**config.mk**
```make
export PLATFORM = sky130hd
export DESIGN_NAME = ace_snoop_arbiter
export DESIGN_NICKNAME = d
export VERILOG_FILES = /design/src/rtl/ace_snoop_arbiter.sv
export SDC_FILE = /design/constraint.sdc
export NUM_CORES = 1
export LEC_CHECK = 0
export CELL_PAD_IN_SITES_DETAIL_PLACEMENT = 1
export CELL_PAD_IN_SITES_GLOBAL_PLACEMENT = 2
export CORE_ASPECT_RATIO = 1.1
export CORE_MARGIN = 8
export CORE_UTILIZATION = 16
export CTS_BUF_LIST = sky130_fd_sc_hd__clkbuf_2
export CTS_CLUSTER_DIAMETER = 80
export DETAILED_ROUTE_END_ITERATION = 16
export GPL_TIMING_DRIVEN = 1
export PLACE_DENSITY_LB_ADDON = 0.25
export SLEW_MARGIN = 10
export SYNTH_ARGS = -nofsm -noshare
export SYNTH_HDL_FRONTEND = slang
export SYNTH_SLANG_ARGS = --single-unit
```
**constraint.sdc**
```tcl
create_clock -name clk_i -period 5.6 [get_ports clk_i]
set_input_delay 1.12 -clock clk_i [delete_from_list [all_inputs] [get_ports clk_i]]
set_output_delay 1.12 -clock clk_i [all_outputs]
set_load 0.1 [all_outputs]
```
**src/rtl/ace_snoop_arbiter.sv**
```systemverilog
// Round-robin arbiter sharing one ACE snoop port among NoSlv initiators; CR/CD are routed back in snoop order.
// Optional occupancy outputs outstanding_o / cd_pending_o are enabled by defining ACE_SNOOP_ARB_CNT_EN.
module ace_snoop_arbiter #(
  parameter int unsigned NoSlv    = 2,
  parameter int unsigned MaxTrans = 4,
  parameter type ac_chan_t = struct packed {
    logic [31:0] addr;
    logic [3:0]  snoop;
    logic [2:0]  prot;
  },
  parameter type cr_chan_t = logic [4:0],
  parameter type cd_chan_t = struct packed {
    logic [31:0] data;
    logic        last;
  },
  parameter type snoop_req_t = struct packed {
    logic     ac_valid;
    ac_chan_t ac;
    logic     cr_ready;
    logic     cd_ready;
  },
  parameter type snoop_resp_t = struct packed {
    logic     ac_ready;
    logic     cr_valid;
    cr_chan_t cr_resp;
    logic     cd_valid;
    cd_chan_t cd;
  }
) (
  input  logic                     clk_i,
  input  logic                     rst_i,
  input  snoop_req_t  [NoSlv-1:0]  slv_reqs_i,
  output snoop_resp_t [NoSlv-1:0]  slv_resps_o,
  output snoop_req_t               mst_req_o,
  input  snoop_resp_t              mst_resp_i
`ifdef ACE_SNOOP_ARB_CNT_EN
  ,
  output logic [$clog2(MaxTrans+1)-1:0] outstanding_o,
  output logic [$clog2(MaxTrans+1)-1:0] cd_pending_o
`endif
);

  localparam int unsigned IdxW = (NoSlv > 1) ? $clog2(NoSlv) : 1;
  localparam int unsigned PtrW = (MaxTrans > 1) ? $clog2(MaxTrans) : 1;
  localparam int unsigned CntW = $clog2(MaxTrans + 1);

  typedef logic [IdxW-1:0] idx_t;
  typedef logic [PtrW-1:0] ptr_t;
  typedef logic [CntW-1:0] cnt_t;

  function automatic ptr_t ptr_inc(input ptr_t p);
    return (p == ptr_t'(MaxTrans - 1)) ? '0 : ptr_t'(p + 1'b1);
  endfunction

  // Arbitration state
  idx_t rr_q, rr_d;
  logic lock_q, lock_d;
  idx_t lock_idx_q, lock_idx_d;

  // cr_fifo holds the initiator of every snoop still waiting for CR
  idx_t cr_mem_q [MaxTrans];
  ptr_t cr_wr_q, cr_wr_d, cr_rd_q, cr_rd_d;
  cnt_t cr_cnt_q, cr_cnt_d;

  // cd_fifo holds initiators whose CR announced a data transfer
  idx_t cd_mem_q [MaxTrans];
  ptr_t cd_wr_q, cd_wr_d, cd_rd_q, cd_rd_d;
  cnt_t cd_cnt_q, cd_cnt_d;

  logic cr_full, cr_empty, cd_empty;
  idx_t cr_head, cd_head;

  logic req_found;
  idx_t arb_idx, grant_idx;
  logic grant_req, grant_vld;
  logic ac_hs, cr_hs, cd_hs, cd_push, cd_pop;

  ac_chan_t ac_fwd;
  cr_chan_t cr_fwd;
  cd_chan_t cd_fwd;

  assign cr_full  = (cr_cnt_q == cnt_t'(MaxTrans));
  assign cr_empty = (cr_cnt_q == '0);
  assign cd_empty = (cd_cnt_q == '0);
  assign cr_head  = cr_mem_q[cr_rd_q];
  assign cd_head  = cd_mem_q[cd_rd_q];

  always_comb begin
    idx_t cand;
    cand      = '0;
    req_found = 1'b0;
    arb_idx   = rr_q;
    for (int unsigned i = 0; i < NoSlv; i++) begin
      cand = idx_t'((32'(rr_q) + i) % NoSlv);
      if (!req_found && slv_reqs_i[cand].ac_valid) begin
        req_found = 1'b1;
        arb_idx   = cand;
      end
    end
  end

  // A stalled grant stays put so the downstream AC payload never changes before ready
  assign grant_idx = lock_q ? lock_idx_q : arb_idx;
  assign grant_req = lock_q ? slv_reqs_i[lock_idx_q].ac_valid : req_found;
  assign grant_vld = grant_req & ~cr_full;

  assign ac_hs   = grant_vld & mst_resp_i.ac_ready;
  assign cr_hs   = ~cr_empty & mst_resp_i.cr_valid & slv_reqs_i[cr_head].cr_ready;
  assign cd_push = cr_hs & mst_resp_i.cr_resp[0];
  assign cd_hs   = ~cd_empty & mst_resp_i.cd_valid & slv_reqs_i[cd_head].cd_ready;
  assign cd_pop  = cd_hs & mst_resp_i.cd.last;

  assign ac_fwd = grant_vld ? slv_reqs_i[grant_idx].ac : '0;
  assign cr_fwd = mst_resp_i.cr_valid ? mst_resp_i.cr_resp : '0;
  assign cd_fwd = mst_resp_i.cd_valid ? mst_resp_i.cd : '0;

  always_comb begin
    slv_resps_o = '0;
    mst_req_o   = '0;
    if (grant_vld) begin
      mst_req_o.ac_valid                = 1'b1;
      mst_req_o.ac                      = ac_fwd;
      slv_resps_o[grant_idx].ac_ready   = mst_resp_i.ac_ready;
    end
    if (!cr_empty) begin
      slv_resps_o[cr_head].cr_valid     = mst_resp_i.cr_valid;
      slv_resps_o[cr_head].cr_resp      = cr_fwd;
      mst_req_o.cr_ready                = slv_reqs_i[cr_head].cr_ready;
    end
    if (!cd_empty) begin
      slv_resps_o[cd_head].cd_valid     = mst_resp_i.cd_valid;
      slv_resps_o[cd_head].cd           = cd_fwd;
      mst_req_o.cd_ready                = slv_reqs_i[cd_head].cd_ready;
    end
  end

  always_comb begin
    rr_d       = rr_q;
    lock_d     = lock_q;
    lock_idx_d = lock_idx_q;
    if (ac_hs) begin
      lock_d = 1'b0;
      rr_d   = (grant_idx == idx_t'(NoSlv - 1)) ? '0 : idx_t'(grant_idx + 1'b1);
    end else if (grant_vld) begin
      lock_d     = 1'b1;
      lock_idx_d = grant_idx;
    end
  end

  always_comb begin
    cr_wr_d  = ac_hs   ? ptr_inc(cr_wr_q) : cr_wr_q;
    cr_rd_d  = cr_hs   ? ptr_inc(cr_rd_q) : cr_rd_q;
    cr_cnt_d = cnt_t'(cr_cnt_q + cnt_t'(ac_hs) - cnt_t'(cr_hs));
    cd_wr_d  = cd_push ? ptr_inc(cd_wr_q) : cd_wr_q;
    cd_rd_d  = cd_pop  ? ptr_inc(cd_rd_q) : cd_rd_q;
    cd_cnt_d = cnt_t'(cd_cnt_q + cnt_t'(cd_push) - cnt_t'(cd_pop));
  end

  always_ff @(posedge clk_i) begin
    if (rst_i) begin
      rr_q       <= '0;
      lock_q     <= 1'b0;
      lock_idx_q <= '0;
      cr_wr_q    <= '0;
      cr_rd_q    <= '0;
      cr_cnt_q   <= '0;
      cd_wr_q    <= '0;
      cd_rd_q    <= '0;
      cd_cnt_q   <= '0;
    end else begin
      rr_q       <= rr_d;
      lock_q     <= lock_d;
      lock_idx_q <= lock_idx_d;
      cr_wr_q    <= cr_wr_d;
      cr_rd_q    <= cr_rd_d;
      cr_cnt_q   <= cr_cnt_d;
      cd_wr_q    <= cd_wr_d;
      cd_rd_q    <= cd_rd_d;
      cd_cnt_q   <= cd_cnt_d;
    end
  end

  // Storage needs no reset: occupancy counters gate every read
  always_ff @(posedge clk_i) begin
    if (ac_hs)   cr_mem_q[cr_wr_q] <= grant_idx;
    if (cd_push) cd_mem_q[cd_wr_q] <= cr_head;
  end

`ifdef ACE_SNOOP_ARB_CNT_EN
  assign outstanding_o = cr_cnt_q;
  assign cd_pending_o  = cd_cnt_q;
`endif

  cr_without_snoop: assert property (@(posedge clk_i) disable iff (rst_i)
    mst_resp_i.cr_valid |-> !cr_empty);

  cd_fifo_overflow: assert property (@(posedge clk_i) disable iff (rst_i)
    cd_push |-> (cd_cnt_q != cnt_t'(MaxTrans)) || cd_pop);

endmodule

```
### Word-level counts from Yosys, hierarchy flattened

Memories as Yosys holds them, arrays and structs flattened. A register that Yosys moved wholly into a read port is not among the register bits.
Cells that the tools add are included.

| word-level totals | value |
|---|---|
| flip-flop bits (word level) | 17 |
| bits in latches | 0 |
| bits in writable memories | 8 |
| memory bits (read-only) | 0 |
| input bits | 127 |
| output and inout bits | 124 |
| logic and storage cells | 109 |
| memories kept | 2 |

| operators by class | value |
|---|---|
| $add $sub $neg | 10 |
| $mul | 0 |
| divide/modulo/power cells | 0 |
| magnitude comparators | 9 |
| equal/unequal tests | 5 |
| shift operators | 0 |
| muxes and demuxes | 52 |
| bitwise logic cells | 13 |
| reduce and logical (&&, ||, !) cells | 9 |

Memory list:

| memory | depth | bits a word | rd ports | clocked after memory_dff | wr ports | RTL line | source |
|---|---|---|---|---|---|---|---|
| cd_mem_q | 4 | 1 | 1 | 1 | 1 | 66 | `idx_t cd_mem_q [MaxTrans];` |
| cr_mem_q | 4 | 1 | 1 | 1 | 1 | 61 | `idx_t cr_mem_q [MaxTrans];` |

Operators with widths:

| operator | number |
|---|---|
| $bwmux W82 | 4 |
| $mux W42 | 6 |
| $mux W82 | 3 |
| $demux W41 S1 | 5 |
| $mux W41 | 3 |
| $and A82 B82 Y82 | 1 |
| $mux W40 | 2 |
| $mux W33 | 2 |
| $mux W39 | 1 |
| $mux W34 | 1 |
| $mux W2 | 10 |
| $mux W1 | 14 |
| $lt A1 B2 Y1 const B | 6 |
| $add A2 B1 Y2 const B | 4 |
| $and A1 B1 Y1 | 8 |
| $eq A2 B2 Y1 const B | 4 |
| $add A3 B1 Y3 | 2 |
| $logic_not A3 Y1 | 2 |
| $sub A3 B1 Y3 | 2 |
| $mux W5 | 1 |
| $logic_and A1 B1 Y1 | 4 |
| $not A1 Y1 | 4 |
| $eq A3 B3 Y1 const B | 1 |
| $ge A1 B1 Y1 const B | 3 |
| 4 further kinds | 5 |

### Logic depth before layout (Yosys ltp)

| logic depth | value |
|---|---|
| depth after elaboration | 19 |
| depth in mapped cells | 12 |
| gate-level depth less buffers | 10 |

### Least setup slack after synthesis

Ideal clock, no wire load.

| path | value |
|---|---|
| path type | input to output |
| from | input port slv_reqs_i[83] in the netlist's numbering |
| to | output port mst_req_o[10] in the netlist's numbering |
| arrival time | 3.434 ns |
| required time | 4.480 ns |
| path slack | 1.046 ns |
| stages | 5 |
| path buffers | 1 |
| path through | nor2b_1 -> o211ai_1 -> clkbuf_1 -> nand3_1 -> a21oi_1 |

RTL lines:

| what | RTL line | source |
|---|---|---|
| start, declared | 32 | `input snoop_req_t [NoSlv-1:0] slv_reqs_i,` |
| end, declared | 34 | `output snoop_req_t mst_req_o,` |

==> results.yml <==
run_status:
  result_of_the_run: "finished clean"
die:
  io-pin-count: 251
  floorplan.die_area_um2: 22300
  chipHeight_um: 156
  die-width_um: 143
  row_count: 51
  initial_utilization_pct: 16.2
  core_area_um2: 17500
final_layout:
  antenna_cells: 0
  most_common_cell_after_layout_fill_and_taps_aside: "clkdlybuf4s50_1"
  commonest_non_fill_non_tap_cells_in_the_layout: "clkdlybuf4s50_1, buf_4, nor2_1"
  post_layout_nonfiller_instances: 887
  areaGrowthSynthToFinish_pct: 93.0
  post-route-util_pct: 31.2
  filler_cells: 2120
  layout.area.seq_um2: 661
  share_of_layout_cells_above_drive_strength_1_pct: 22.3
  area_of_the_multi_input_gates_um2: 1970
  design.final.nets: 789
timing:
  grt_setup_unrepaired: "false"
  fmax_mhz: 230
  slew-limit-headroom_pct: 26.9
  layout_min_cycle_time_ns: 4.34
  finalSetupTns_ns: 0
  final.setup_skew_ns: 0.0192
  timing.final.setup_violations: 0
  final_max_slew_viol_count: 0
  final_min_period_over_clock_period_pct: 77.6
  number_of_endpoints_with_negative_hold_slack_in_the_final_report: 0
  worst-slew-pin-transition_ns: 1.10
route:
  drcViolationCount: 0
  routed_vias: 3859
  ant_nets: 0
  routed_wirelength_um: 14300
  detailedRoute.firstPassIterationCount: 4
  route.detailed.vias_per_inst: 4.35
  initialDrtViolationCount: 136
  average_wire_length_per_cell_after_detail_routing_um: 16.1
global_routing:
  grt_pass1_wl_um: 21800
  grt_start_max_net_pins: 71
  number_of_global_route_vias_before_repair: 4163
  groute.usage.overall_pct: 12.0
  gr-total-overflow: 0
  grt_antenna_before_repair: 0
clocking:
  hold_buffers: 0
  cts_made_buffers: 5
  cts_sinks: 29
  post_cts_resized: 0
  cts_max_level: 2
  clock-root-buffer: "clkbuf_2"
  path_clk_slew_ns: 0.16
  cts_max_path_buffers: 2
  tritoncts: "yes"
  clk-insertion-delay-late_ns: 0.34
  post_cts_buffers: 0
yosys:
  synth_xor_xnor_area_share_pct: 1.85
  synth_seq_cells: 29
  synth_compound_area_share_pct: 19.7
  synth_top_family_by_area: "simple AND/OR/NAND/NOR gates"
  muxShareOfSynthArea_pct: 5.77
  synthesis.nets: 567
  synth_area_leaders: "dfxtp_1, a21oi_1, edfxtp_1"
  post-synth-top-area-fraction_pct: 14.8
  syn_area_cell_um2: 6.67
  yosys.area_share.simple_pct: 35.2
  netlist_area_um2: 2840
  synth_top_area_cell: "dfxtp_1"
  synthDistinctLibCells: 35
  post_synthesis_adder_cell_area_fraction_pct: 6.70
  synth_seq_area_share_pct: 23.3
  synth-warning-count: 0
  synthesis.instances: 426
placed_design:
  gp_congestion: 0.768
  hpwlAfterDp_um: 11700
  placement.io_buffers: 250
  place_inst: 879
power:
  share_clk_of_total_power_pct: 6.4
  power_leakage_uw: 0.00247
  power.total_uw: 2280
  p_switching_uw: 1490
  power_frac_seq_pct: 12.3
  p_int_uw: 796
  comb_power_share_pct: 81.3
  powerDensity_nw_per_um2: 416
  power.share.switching_pct: 65.1
  ir_drop_v: 0.000231
setup_path:
  timing.critical_path.from_type: "primary input"
  timing.critical_path.fanout_max: 26
  criticalPathCategory: "primary input to primary output"
  cp.arrival_ns: 3.22
  reg2reg_setup_slack_ns: 2.51
  end_kind: "primary output"
  crit_required_ns: 4.48
min_path:
  holdCritPathClass: "flop to flop"
flow_run:
  cap_viol_max_count: 0
[power by group through the flow]
stage / combinational (uW) / clock, uW / sequential, uW
finish: 1850 / 145 / 282
global route: 1950 / 163 / 289
CTS: 1880 / 153 / 282
detailed placement: 1870 / 0 / 287
global placement: 1860 / 0 / 286
floorplan: 1390 / 0 / 279
[metal layers]
layer  vias up  track usage, %  share of wire [%]
li1       1915               -                  -
met4         0            1.52               0.29
met5         -               0                  0
met2       170            22.2                 51
met1      1772            12.8                 38
met3         2            4.71                 12
[cell families (layout without fill, tap and decap cells)]
kind of cell | after synthesis | count (layout)
multiplexers | 13 | 13
buffers and inverters | 53 | 276
AND/OR/NAND/NOR | 208 | 208
AO/OA/AOI/OAI | 103 | 103
XOR/XNOR | 6 | 6
adder cells (fa/ha/maj) | 14 | 14
flip-flops | 29 | 29
[worst paths after layout]
check | to | startpoint | cells past startpoint
setup reg to reg | cd_cnt_q[2] | cd_cnt_q[1] | 10
setup / recovery | mst_req_o[11] | slv_reqs_i[41] | 6
hold reg to reg | flop | cr_rd_q[1] | 2
hold / removal | flop | cr_rd_q[1] | 2
[stage by stage]
step	area [um^2]	setup slack [ns]	hold WS (ns)
6_report	5480	1.26	0.490
3_3_place_gp	5400	1.35	0.474
3_5_place_dp	5420	1.23	0.483
5_1_grt	5480	1.10	0.525
2_1_floorplan	2840	1.05	0.458
4_1_cts	5480	1.22	0.507
[synthesized netlist by cell type (all sizes together)]
| cell | instances |
|---|---|
| nand2 | 46 |
| a21oi | 48 |
| a2111oi | 1 |
| clkbuf | 39 |
| nand2b | 5 |
| o211a | 1 |
| o311ai | 2 |
| buf | 4 |
| or3 | 1 |
| a211o | 1 |
| inv | 10 |
| nor2b | 6 |
| o211ai | 2 |
| and2 | 11 |
| o21a | 2 |
| mux2 | 4 |
| nor3 | 5 |
| o31a | 2 |
| edfxtp | 8 |
| mux2i | 7 |
| ha | 12 |
| nand3 | 42 |
| xnor2 | 4 |
| xor2 | 2 |
| nor3b | 1 |
| o21ai | 44 |
| dfxtp | 21 |
| fa | 2 |
| and3 | 38 |
| mux4 | 2 |
| nor2 | 51 |
| nand4 | 2 |
[cell type report]
class / instances / share of cell area [%]
inverter: 10 / 0.685
clock buffer: 6 / 0.548
sequential: 29 / 12.1
clock inverter: 2 / 0.616
timing repair buffer: 258 / 44.7
tap: 238 / 5.43
multi-input combinational: 344 / 35.9
[worst max-delay path: stages]
cell and delay (ns):
clkdlybuf4s50_1 0.52, mux2i_1 0.14, a211o_1 0.57, buf_4 0.34, a21oi_1 0.19, buf_4 0.32
No activity file was read; power rests on OpenSTA's default activity.
